--- src/rtl/uart_tx_ctrl.sv ---
// UART transmit controller: serialises a parallel word as start, LSB-first data,
// optional parity and stop bits, one bit per CLK edge.
module uart_tx_ctrl #(
   parameter int unsigned DATA_WIDTH = 8
) (
   input  logic                  CLK,
   input  logic                  RST,
   input  logic [DATA_WIDTH-1:0] P_DATA,
   input  logic                  Data_Valid,
   input  logic                  PAR_EN,
   input  logic                  Par_Bit,
   output logic                  TX_OUT,
   output logic                  Busy
);

   localparam int unsigned CntW = $clog2(DATA_WIDTH) + 1;

   typedef enum logic [2:0] {
      StIdle,
      StStart,
      StData,
      StParity,
      StStop
   } state_e;

   state_e                state_q;
   logic [CntW-1:0]       cnt_q;
   logic [DATA_WIDTH-1:0] shift_q;
   logic                  par_q;
   logic                  par_en_q;
   logic                  tx_q;
   logic                  busy_q;
   logic                  accept;
   logic                  last_bit;

   // New frames are only taken when the line is idle or showing a stop bit.
   assign accept   = Data_Valid && ((state_q == StIdle) || (state_q == StStop));
   assign last_bit = (cnt_q == CntW'(DATA_WIDTH));

   always_ff @(posedge CLK) begin
      if (!RST) begin
         state_q  <= StIdle;
         cnt_q    <= '0;
         shift_q  <= '0;
         par_q    <= 1'b0;
         par_en_q <= 1'b0;
         tx_q     <= 1'b1;
         busy_q   <= 1'b0;
      end else if (accept) begin
         state_q  <= StStart;
         cnt_q    <= '0;
         shift_q  <= P_DATA;
         par_en_q <= PAR_EN;
         tx_q     <= 1'b0;
         busy_q   <= 1'b1;
      end else begin
         unique case (state_q)
            StIdle: begin
               tx_q   <= 1'b1;
               busy_q <= 1'b0;
            end
            StStart: begin
               // Parity calculator output is stable from here; freeze it for the frame.
               par_q   <= Par_Bit;
               tx_q    <= shift_q[0];
               shift_q <= shift_q >> 1;
               cnt_q   <= CntW'(1);
               state_q <= StData;
            end
            StData: begin
               if (last_bit) begin
                  if (par_en_q) begin
                     tx_q    <= par_q;
                     state_q <= StParity;
                  end else begin
                     tx_q    <= 1'b1;
                     state_q <= StStop;
                  end
               end else begin
                  tx_q    <= shift_q[0];
                  shift_q <= shift_q >> 1;
                  cnt_q   <= cnt_q + CntW'(1);
               end
            end
            StParity: begin
               tx_q    <= 1'b1;
               state_q <= StStop;
            end
            StStop: begin
               tx_q    <= 1'b1;
               busy_q  <= 1'b0;
               state_q <= StIdle;
            end
            default: begin
               tx_q    <= 1'b1;
               busy_q  <= 1'b0;
               state_q <= StIdle;
            end
         endcase
      end
   end

   assign TX_OUT = tx_q;
   assign Busy   = busy_q;

endmodule
--- config.mk ---
export PLATFORM = sky130hd
export DESIGN_NAME = uart_tx_ctrl
export DESIGN_NICKNAME = d
export VERILOG_FILES = /design/src/rtl/uart_tx_ctrl.sv
export SDC_FILE = /design/constraint.sdc
export NUM_CORES = 1
export LEC_CHECK = 0
export ABC_AREA = 1
export ABC_CLOCK_PERIOD_IN_PS = 1600
export BUFFER_PORTS_ARGS = -buffer_cell sky130_fd_sc_hd__buf_2
export CAP_MARGIN = 20
export CORE_MARGIN = 2
export CORE_UTILIZATION = 54
export DETAILED_ROUTE_END_ITERATION = 8
export PLACE_DENSITY = 0.76
export SLEW_MARGIN = 10
export SYNTH_ARGS = -nofsm -noshare
export SYNTH_HDL_FRONTEND = slang
export SYNTH_SLANG_ARGS = --single-unit
--- constraint.sdc ---
create_clock -name CLK -period 1.6 [get_ports CLK]
set_input_delay 0.24 -clock CLK [delete_from_list [all_inputs] [get_ports CLK]]
set_output_delay 0.24 -clock CLK [all_outputs]
set_load 0.1 [all_outputs]
# [Yosys cells after proc, flatten, opt, wreduce, memory -nomap -nowiden]
# Index checks and enable logic that the tools add are counted.
[totals] output_inout_bits=2 in_bits=13 elab_cells=50 register_bits=19
[op_classes] addsub=1 n_eq_ne=11 reduce_logical=12 muxes=15 n_bitwise=3
[op_table] operator="$mux 8" n=2
[op_table] operator="$pmux 8 s2" n=1
[op_table] operator="$pmux 3 s4" n=1
[op_table] operator="$reduce_and 2->1" n=5
[op_table] operator="$pmux 4 s2" n=1
[op_table] operator="$eq 3x2->1 const B" n=2
[op_table] operator="$mux 1" n=6
[op_table] operator="$mux 3" n=2
[op_table] operator="$ne 2x2->1 const B" n=3
[op_table] operator="$ne 3x3->1 const B" n=2
[op_table] operator="$add 4x1->4 const B" n=1
[op_table] operator="$eq 4x4->1 const B" n=1
[op_table] operator="$mux 4" n=1
[op_table] operator="$eq 3x1->1 const B" n=1
[op_table] operator="$eq 3x3->1 const B" n=1
[op_table] operator="$logic_not 3->1" n=1
[op_table] operator="$not 1->1" n=3
[op_table] operator="$reduce_bool 3->1" n=1
[op_table] operator="$reduce_or 3->1" n=1
[op_table] operator="$ne 2x1->1 const B" n=1
[op_table] operator="$pmux 1 s2" n=1
[op_table] operator="$reduce_bool 2->1" n=1
[op_table] operator="$reduce_or 2->1" n=1
[op_table] operator="$logic_and 1x1->1" n=1
[op_table] operator="$logic_or 1x1->1" n=1

# [Logic depth before layout (Yosys ltp)]
# Gate-level depths: netlist of run 1.
[logic_depth] ltp_word=5 depth_mapped=9 ltp_nobuf=9

# [Worst setup path after synthesis of run 1]
# No wires, ideal clock.
[synth_path] path_kind="reg-to-reg" from="register, netlist name Busy" to="register busy_q, in the netlist Busy" t_required_ns=1.529 stages_incl_launch_ff=3 period_less_slack_ns=1.234 arrival_ns=1.163 path_buffers=0 setup_time_ns=0.071 path_slack_ns=0.366 path_cell_list="dfxtp_1 nand2_1 a21oi_1"
[synth_rtl] item="end signal: assignment" line="48" rtl="busy_q <= 1'b0;"
[synth_rtl] item="end signal: assignment" line="55" rtl="busy_q <= 1'b1;"
[synth_rtl] item="end signal: assignment" line="60" rtl="busy_q <= 1'b0;"
[synth_rtl] item="end: declaration" line="32" rtl="logic busy_q;"

# [Worst setup path in the final report of run 1]
[layout_path] from="register cnt_q[0]" to="register state_q[1]"
[layout_via] elab_chain_cells=3
[layout_lines] item="start: declaration" line="27" rtl="logic [CntW-1:0] cnt_q;"
[layout_lines] item="start signal: assignment" line="67" rtl="cnt_q <= CntW'(1);"
[layout_lines] item="start signal: assignment" line="82" rtl="cnt_q <= cnt_q + CntW'(1);"
[layout_lines] item="$eq 4x4->1" line="38" rtl="assign last_bit = (cnt_q == CntW'(DATA_WIDTH));"
[layout_lines] item="$ne 2x2->1 (no line)"
[layout_lines] item="$reduce_and 2->1 (no line)"
[layout_lines] item="end signal: assignment" line="42" rtl="state_q <= StIdle;"
[layout_lines] item="end signal: assignment" line="50" rtl="state_q <= StStart;"
[layout_lines] item="end signal: assignment" line="68" rtl="state_q <= StData;"
[layout_lines] item="end: declaration" line="26" rtl="state_e state_q;"
# Every way passes these cells.
# A chain may end at the register's enable or synchronous reset.

==> results_dict.tcl, run 1 <==
set metrics [dict create \
    outcome "completed" \
    cts_sinks 19 \
    fp.dieW_um 46.8 \
    path_common_cell "inv_1" \
    dp_cells 174 \
    synthXorXnorAreaFrac_pct 0.887 \
    grt_max_degree 16 \
    switchingPower_uw 306 \
    pwr-share-seq_pct 53.6 \
    cts_hold_buf 0 \
    synth.area.mux_share_pct 0 \
    fin_util_pct 63.0 \
    dieArea_um2 2190 \
    numCtsBuffers 3 \
    num_vias 868 \
    p_per_area_nw_per_um2 886 \
    ant_nets 0 \
    fmax_ghz 0.724 \
    drc 0 \
    h-tree-depth 1 \
    crit_buf_inv 2 \
    cp.required_ns 1.79 \
    synth_compound_area_share_pct 10.8 \
    swShare_pct 31.7 \
    core_area_um2 1730 \
    power_frac_clock_pct 25.3 \
    drive_above_1_share_pct 20.3 \
    cts_resized 0 \
    post-route-period-util_pct 86.3 \
    drtPass1Iterations 4 \
    std_cell_rows 15 \
    syn_nets 153 \
    worstPathMaxFanout 15 \
    cts_tree "done" \
    crit_arrival_ns 1.58 \
    initial_core_util_pct 57.2 \
    setup.worst_path.start_class "flip-flop" \
    clockBufferDepth 2 \
    cts_root_buf "clkbuf_4" \
    place.port_buffers 14 \
    fin_hold_ws_ns 0.128 \
    num_antenna_cells 0 \
    max_slew_margin_pct 67.9 \
    maxCapViolations 0 \
    fin_crit_ns 1.38 \
    setup_viol 0 \
    cp_cell_sequence "inv_1, ha_1, nand3b_4, nand2_4, nand2_1, o21ai_0, inv_1" \
    overflow 0 \
    synth_top_family_by_area "simple AND/OR/NAND/NOR gates" \
    antenna_found_initial 0 \
    yosys.area_share.adder_pct 2.53 \
    p_comb_share_pct 21.1 \
    p_leak_nw 0.477 \
    wl_per_cell_um 10.4 \
    max_slew.worst_pin.slew_ns 0.484 \
    ys_warn_count 0 \
    fillers 192 \
    yosys.cell_types.count 23 \
    grt_pass1_wl_um 3080 \
    slowest_delay_ns 0.35 \
    rsz0062_at_grt "false" \
    end_kind "flip-flop" \
    fin_cells 178 \
    syn_avg_cell_area_um2 7.15 \
    die_h_um 46.8 \
    drtIter0Drc 9 \
    via_per_inst 4.88 \
    post-cts-setup-buffers 0 \
    hp-class "primary input to flip-flop" \
    routed_wl_um 1840 \
    hold_viol_final 0 \
    path_delay_family "simple AND/OR/NAND/NOR gates" \
    grt_pass1_vias 757 \
    track_usage_pct 19.6 \
    gp_congestion 0.758 \
    p_int_uw 659 \
    synth_seq_cells 19 \
    worstSetupPathType "flip-flop to flip-flop" \
    ir_drop_mv 0.630 \
    syn-instance-count 138 \
    clk-insertion-delay-late_ns 0.29 \
    io_pins 15 \
    slew_viol_final 0 \
    cts.reportedPaths.clkPinSlew_ns 0.11 \
    power_uw 965 \
    place_hpwl_um 1390 \
    area_delta_synth_final_pct 10.3 \
    critPathSlowestCell "dfxtp_1" \
    seq_area_frac_synth_pct 38.5 \
    synthSimpleGateAreaFrac_pct 38.8 \
    finalNetCount 169 \
    synth_area_um2 987 \
    final.setup_skew_ns 0.00678 \
    finalSetupTns_ns 0 \
]
## path summary, 6_finish.rpt
check | cells past startpoint | from | to | slack (ns)
setup / recovery | 7 | cnt_q[0] | state_q[1] | 0.22
hold / removal | 2 | RST | TX_OUT | 0.13
setup reg to reg | 7 | cnt_q[0] | state_q[1] | 0.22
hold reg to reg | 2 | Busy | Busy | 0.47
## routing by layer
metal / routed length [µm] / vias up / global-route usage (%)
li1: - / 472 / -
met3: 43 / 2 / 2.31
met1: 866 / 383 / 24.4
met2: 921 / 11 / 34.2
met5: 0 / - / 0
met4: 12 / 0 / 8.33
## Yosys cell counts, drive strengths merged
cell type,number,area share (%)
xnor2,1,0.89
buf,2,2.3
o21bai,1,0.76
nand2,48,21
nor2,11,5.7
inv,14,5.8
nand3b,1,2.0
o21ai,4,2.0
clkbuf,1,0.38
nand3,16,8.6
nand4,1,0.63
nor3,2,1.0
a21oi,15,8.0
ha,2,2.5
dfxtp,19,39
## placed cells by master, fill, tap and decap left out, types with 2 or more instances in the layout
master / synthesis / layout
nand3_1: 15 / 15
clkbuf_4: 0 / 3
o21ai_0: 4 / 4
nand2_4: 3 / 3
nor2_2: 3 / 3
a21oi_1: 14 / 14
ha_1: 2 / 2
buf_2: 0 / 14
nor3_1: 2 / 2
nor2_1: 7 / 7
dfxtp_1: 19 / 19
nand2_1: 44 / 44
inv_4: 2 / 2
inv_1: 11 / 11
## power by group through the flow
stage / Combinational [mW] / Clock, mW / Sequential, mW
3_3_place_gp: 0.203 / 0 / 0.527
2_1_floorplan: 0.135 / 0 / 0.559
4_1_cts: 0.206 / 0.252 / 0.517
5_1_grt: 0.230 / 0.262 / 0.520
3_5_place_dp: 0.206 / 0 / 0.528
6_report: 0.204 / 0.244 / 0.517
## area by class of cell
type	instances	area, µm²	share of cell area (%)
Tap cell	25	31.3	2.87
Multi-Input combinational cell	102	523	48.0
Sequential cell	19	380	34.9
Inverter	14	57.6	5.29
Timing Repair Buffer	14	70.1	6.44
Clock buffer	4	26.3	2.41
## per-stage QoR
step,area [µm²],worst slack [ns]
finish,1090,0.219
global route,1090,0.115
CTS,1090,0.214
detailed placement,1060,0.236
global placement,1060,0.284
floorplan,987,0.366
## kinds of logic after synthesis
| kind of cell | after synthesis |
|---|---|
| DFF | 19 |
| buffers and inverters | 17 |
| AOI/OAI and AO/OA | 20 |
| xor gates and xnor gates | 1 |
| and+or+nand+nor | 79 |
| adders and majority gates | 2 |
## state kept, by name, summed over array words and instances (netlist names)
| signal | flops |
|---|---|
| state_q | 3 |
| par_q | 1 |
| TX_OUT | 1 |
| Busy | 1 |
| par_en_q | 1 |
| cnt_q | 4 |
| shift_q | 8 |
Power figures use the tool's default switching activity.
==> run 2: changes to the inputs <==
- PLACE_DENSITY: 0.76 -> 0.87
- SLEW_MARGIN: 10 -> default
==> run 2 against run 1 <==
  * Sequential share of layout area about the same
  * Critical path type unchanged
  * Design area up 0.12%
  * Clock skew about the same
  * Critical path depth unchanged
  * Flip-flop and latch count unchanged
  * Utilization up 0.072 points
  * Die area unchanged
  * Critical endpoint unchanged
  * Register-to-register slack about the same
==> results_dict.tcl, run 2 (same netlist as run 1, synthesis figures left out) <==
set metrics [dict create \
    largest_reg_flops 8 \
    p_per_area_nw_per_um2 884 \
    h-tree-depth 1 \
    worstPathMaxFanout 15 \
    dieArea_um2 2190 \
    num_vias 897 \
    top_regs "shift_q (8), cnt_q (4), state_q (3)" \
    final.setup_skew_ns 0.00649 \
    use_met2_pct 34.4 \
    power_frac_clock_pct 24.9 \
    cts_resized 0 \
    gp_congestion 0.821 \
    grt_pass1_vias 781 \
    cts_sinks 19 \
    ant_nets 0 \
    numCtsBuffers 3 \
    fmax_ghz 0.725 \
    outcome "completed" \
    die_h_um 46.8 \
    cts_tree "done" \
    clockBufferDepth 2 \
    core_area_um2 1730 \
    fp.dieW_um 46.8 \
    crit_buf_inv 2 \
    io_pins 15 \
    drtIter0Drc 7 \
    use_met3_pct 3.46 \
    finalNetCount 169 \
    rsz0062_at_grt "false" \
    max_slew.worst_pin.slew_ns 0.485 \
    cts_root_buf "clkbuf_4" \
    path_common_cell "inv_1" \
    hp-class "primary input to flip-flop" \
    cts_hold_buf 0 \
    critPathSlowestCell "dfxtp_1" \
    worstSetupPathType "flip-flop to flip-flop" \
    grt_max_degree 16 \
    use_met1_pct 23.6 \
    initial_core_util_pct 57.2 \
    slew_viol_final 0 \
    hold_viol_final 0 \
    cts.reportedPaths.clkPinSlew_ns 0.11 \
    slowest_delay_ns 0.35 \
    antenna_found_initial 0 \
    pwr-share-seq_pct 53.7 \
    fin_crit_ns 1.38 \
    cp.required_ns 1.80 \
    place_hpwl_um 1450 \
    switchingPower_uw 308 \
    p_leak_nw 0.479 \
    overflow 0 \
    num_antenna_cells 0 \
    std_cell_rows 15 \
    track_usage_pct 19.9 \
    clk-insertion-delay-late_ns 0.29 \
    final_common_cell "nand2_1" \
    fillers 168 \
    setup_viol 0 \
    routed_wl_um 1890 \
    p_comb_share_pct 21.4 \
    post-cts-setup-buffers 0 \
    path_delay_family "simple AND/OR/NAND/NOR gates" \
    area_delta_synth_final_pct 10.4 \
    crit_arrival_ns 1.58 \
    wl_per_cell_um 10.6 \
    cp_cell_sequence "inv_1, ha_1, nand3b_4, nand2_4, nand2_1, o21ai_0, inv_1" \
    setup.worst_path.start_class "flip-flop" \
    max_flop_register "shift_q" \
    end_kind "flip-flop" \
    grt_busiest_layer "met2" \
    place.port_buffers 14 \
    final_cell_mix "44 x nand2_1, 19 x dfxtp_1, 15 x nand3_1, 14 x a21oi_1, 14 x buf_2" \
    drtPass1Iterations 4 \
    fin_hold_ws_ns 0.140 \
    ir_drop_mv 0.559 \
    post-route-period-util_pct 86.2 \
    via_per_inst 5.04 \
    p_int_uw 655 \
    grt_pass1_wl_um 3090 \
    swShare_pct 32.0 \
    maxCapViolations 0 \
    finalSetupTns_ns 0 \
    drc 0 \
    max_slew_margin_pct 67.9 \
    drive_above_1_share_pct 20.9 \
]
==> run 2: path summary, 6_finish.rpt <==
check	from	endpoint	slack, ns	cells past startpoint
worst max-delay path	cnt_q[0]	state_q[1]	0.22	7
worst min-delay path	RST	TX_OUT	0.14	2
worst max register to register	cnt_q[0]	state_q[1]	0.22	7
worst min register to register	Busy	Busy	0.47	2
==> run 2: layout make-up <==
class | count | area, µm² | area share, %
multi-input cells | 102 | 523 | 48.0
repair buffers | 14 | 70.1 | 6.43
well taps | 25 | 31.3 | 2.87
flip-flops and latches | 19 | 380 | 34.9
inverters | 14 | 57.6 | 5.28
clock inverters | 1 | 5.00 | 0.459
clock buffers | 3 | 22.5 | 2.07
==> run 2: metrics by stage <==
stage / instances / instance area, µm² / utilization (%) / total power, mW / setup WS, ns
after floorplan: 138 / 987 / - / 0.694 / 0.366
after global placement: 174 / 1060 / 61.5 / 0.728 / 0.294
after detailed placement: 174 / 1060 / 61.5 / 0.735 / 0.218
after CTS: 178 / 1090 / 63.1 / 0.967 / 0.206
after global routing: 178 / 1090 / 63.1 / 1.02 / 0.0186
final: 178 / 1090 / 63.1 / 0.964 / 0.221
==> run 2: layer usage <==
metal  part of all wire (%)  vias to the layer above  wire length [µm]
li1                       -                      475                 -
met1                     44                      410               841
met3                    2.3                        2                44
met2                     52                       10               984
met5                      0                        -                 0
met4                    1.2                        0                23
==> run 2: worst register-to-register path, cell delays in order, from the launching register on <==
cell,delay [ns]
dfxtp_1,0.35
inv_1,0.10
ha_1,0.22
nand3b_4,0.10
nand2_4,0.18
nand2_1,0.14
o21ai_0,0.16
inv_1,0.05
==> run 2: power by group through the flow <==
stage          Combinational (mW)  Clock [mW]  Sequential [mW]
6_report                    0.206       0.240            0.517
5_1_grt                     0.231       0.269            0.520
4_1_cts                     0.207       0.242            0.517
3_5_place_dp                0.207           0            0.528
3_3_place_gp                0.201           0            0.527
2_1_floorplan               0.135           0            0.559
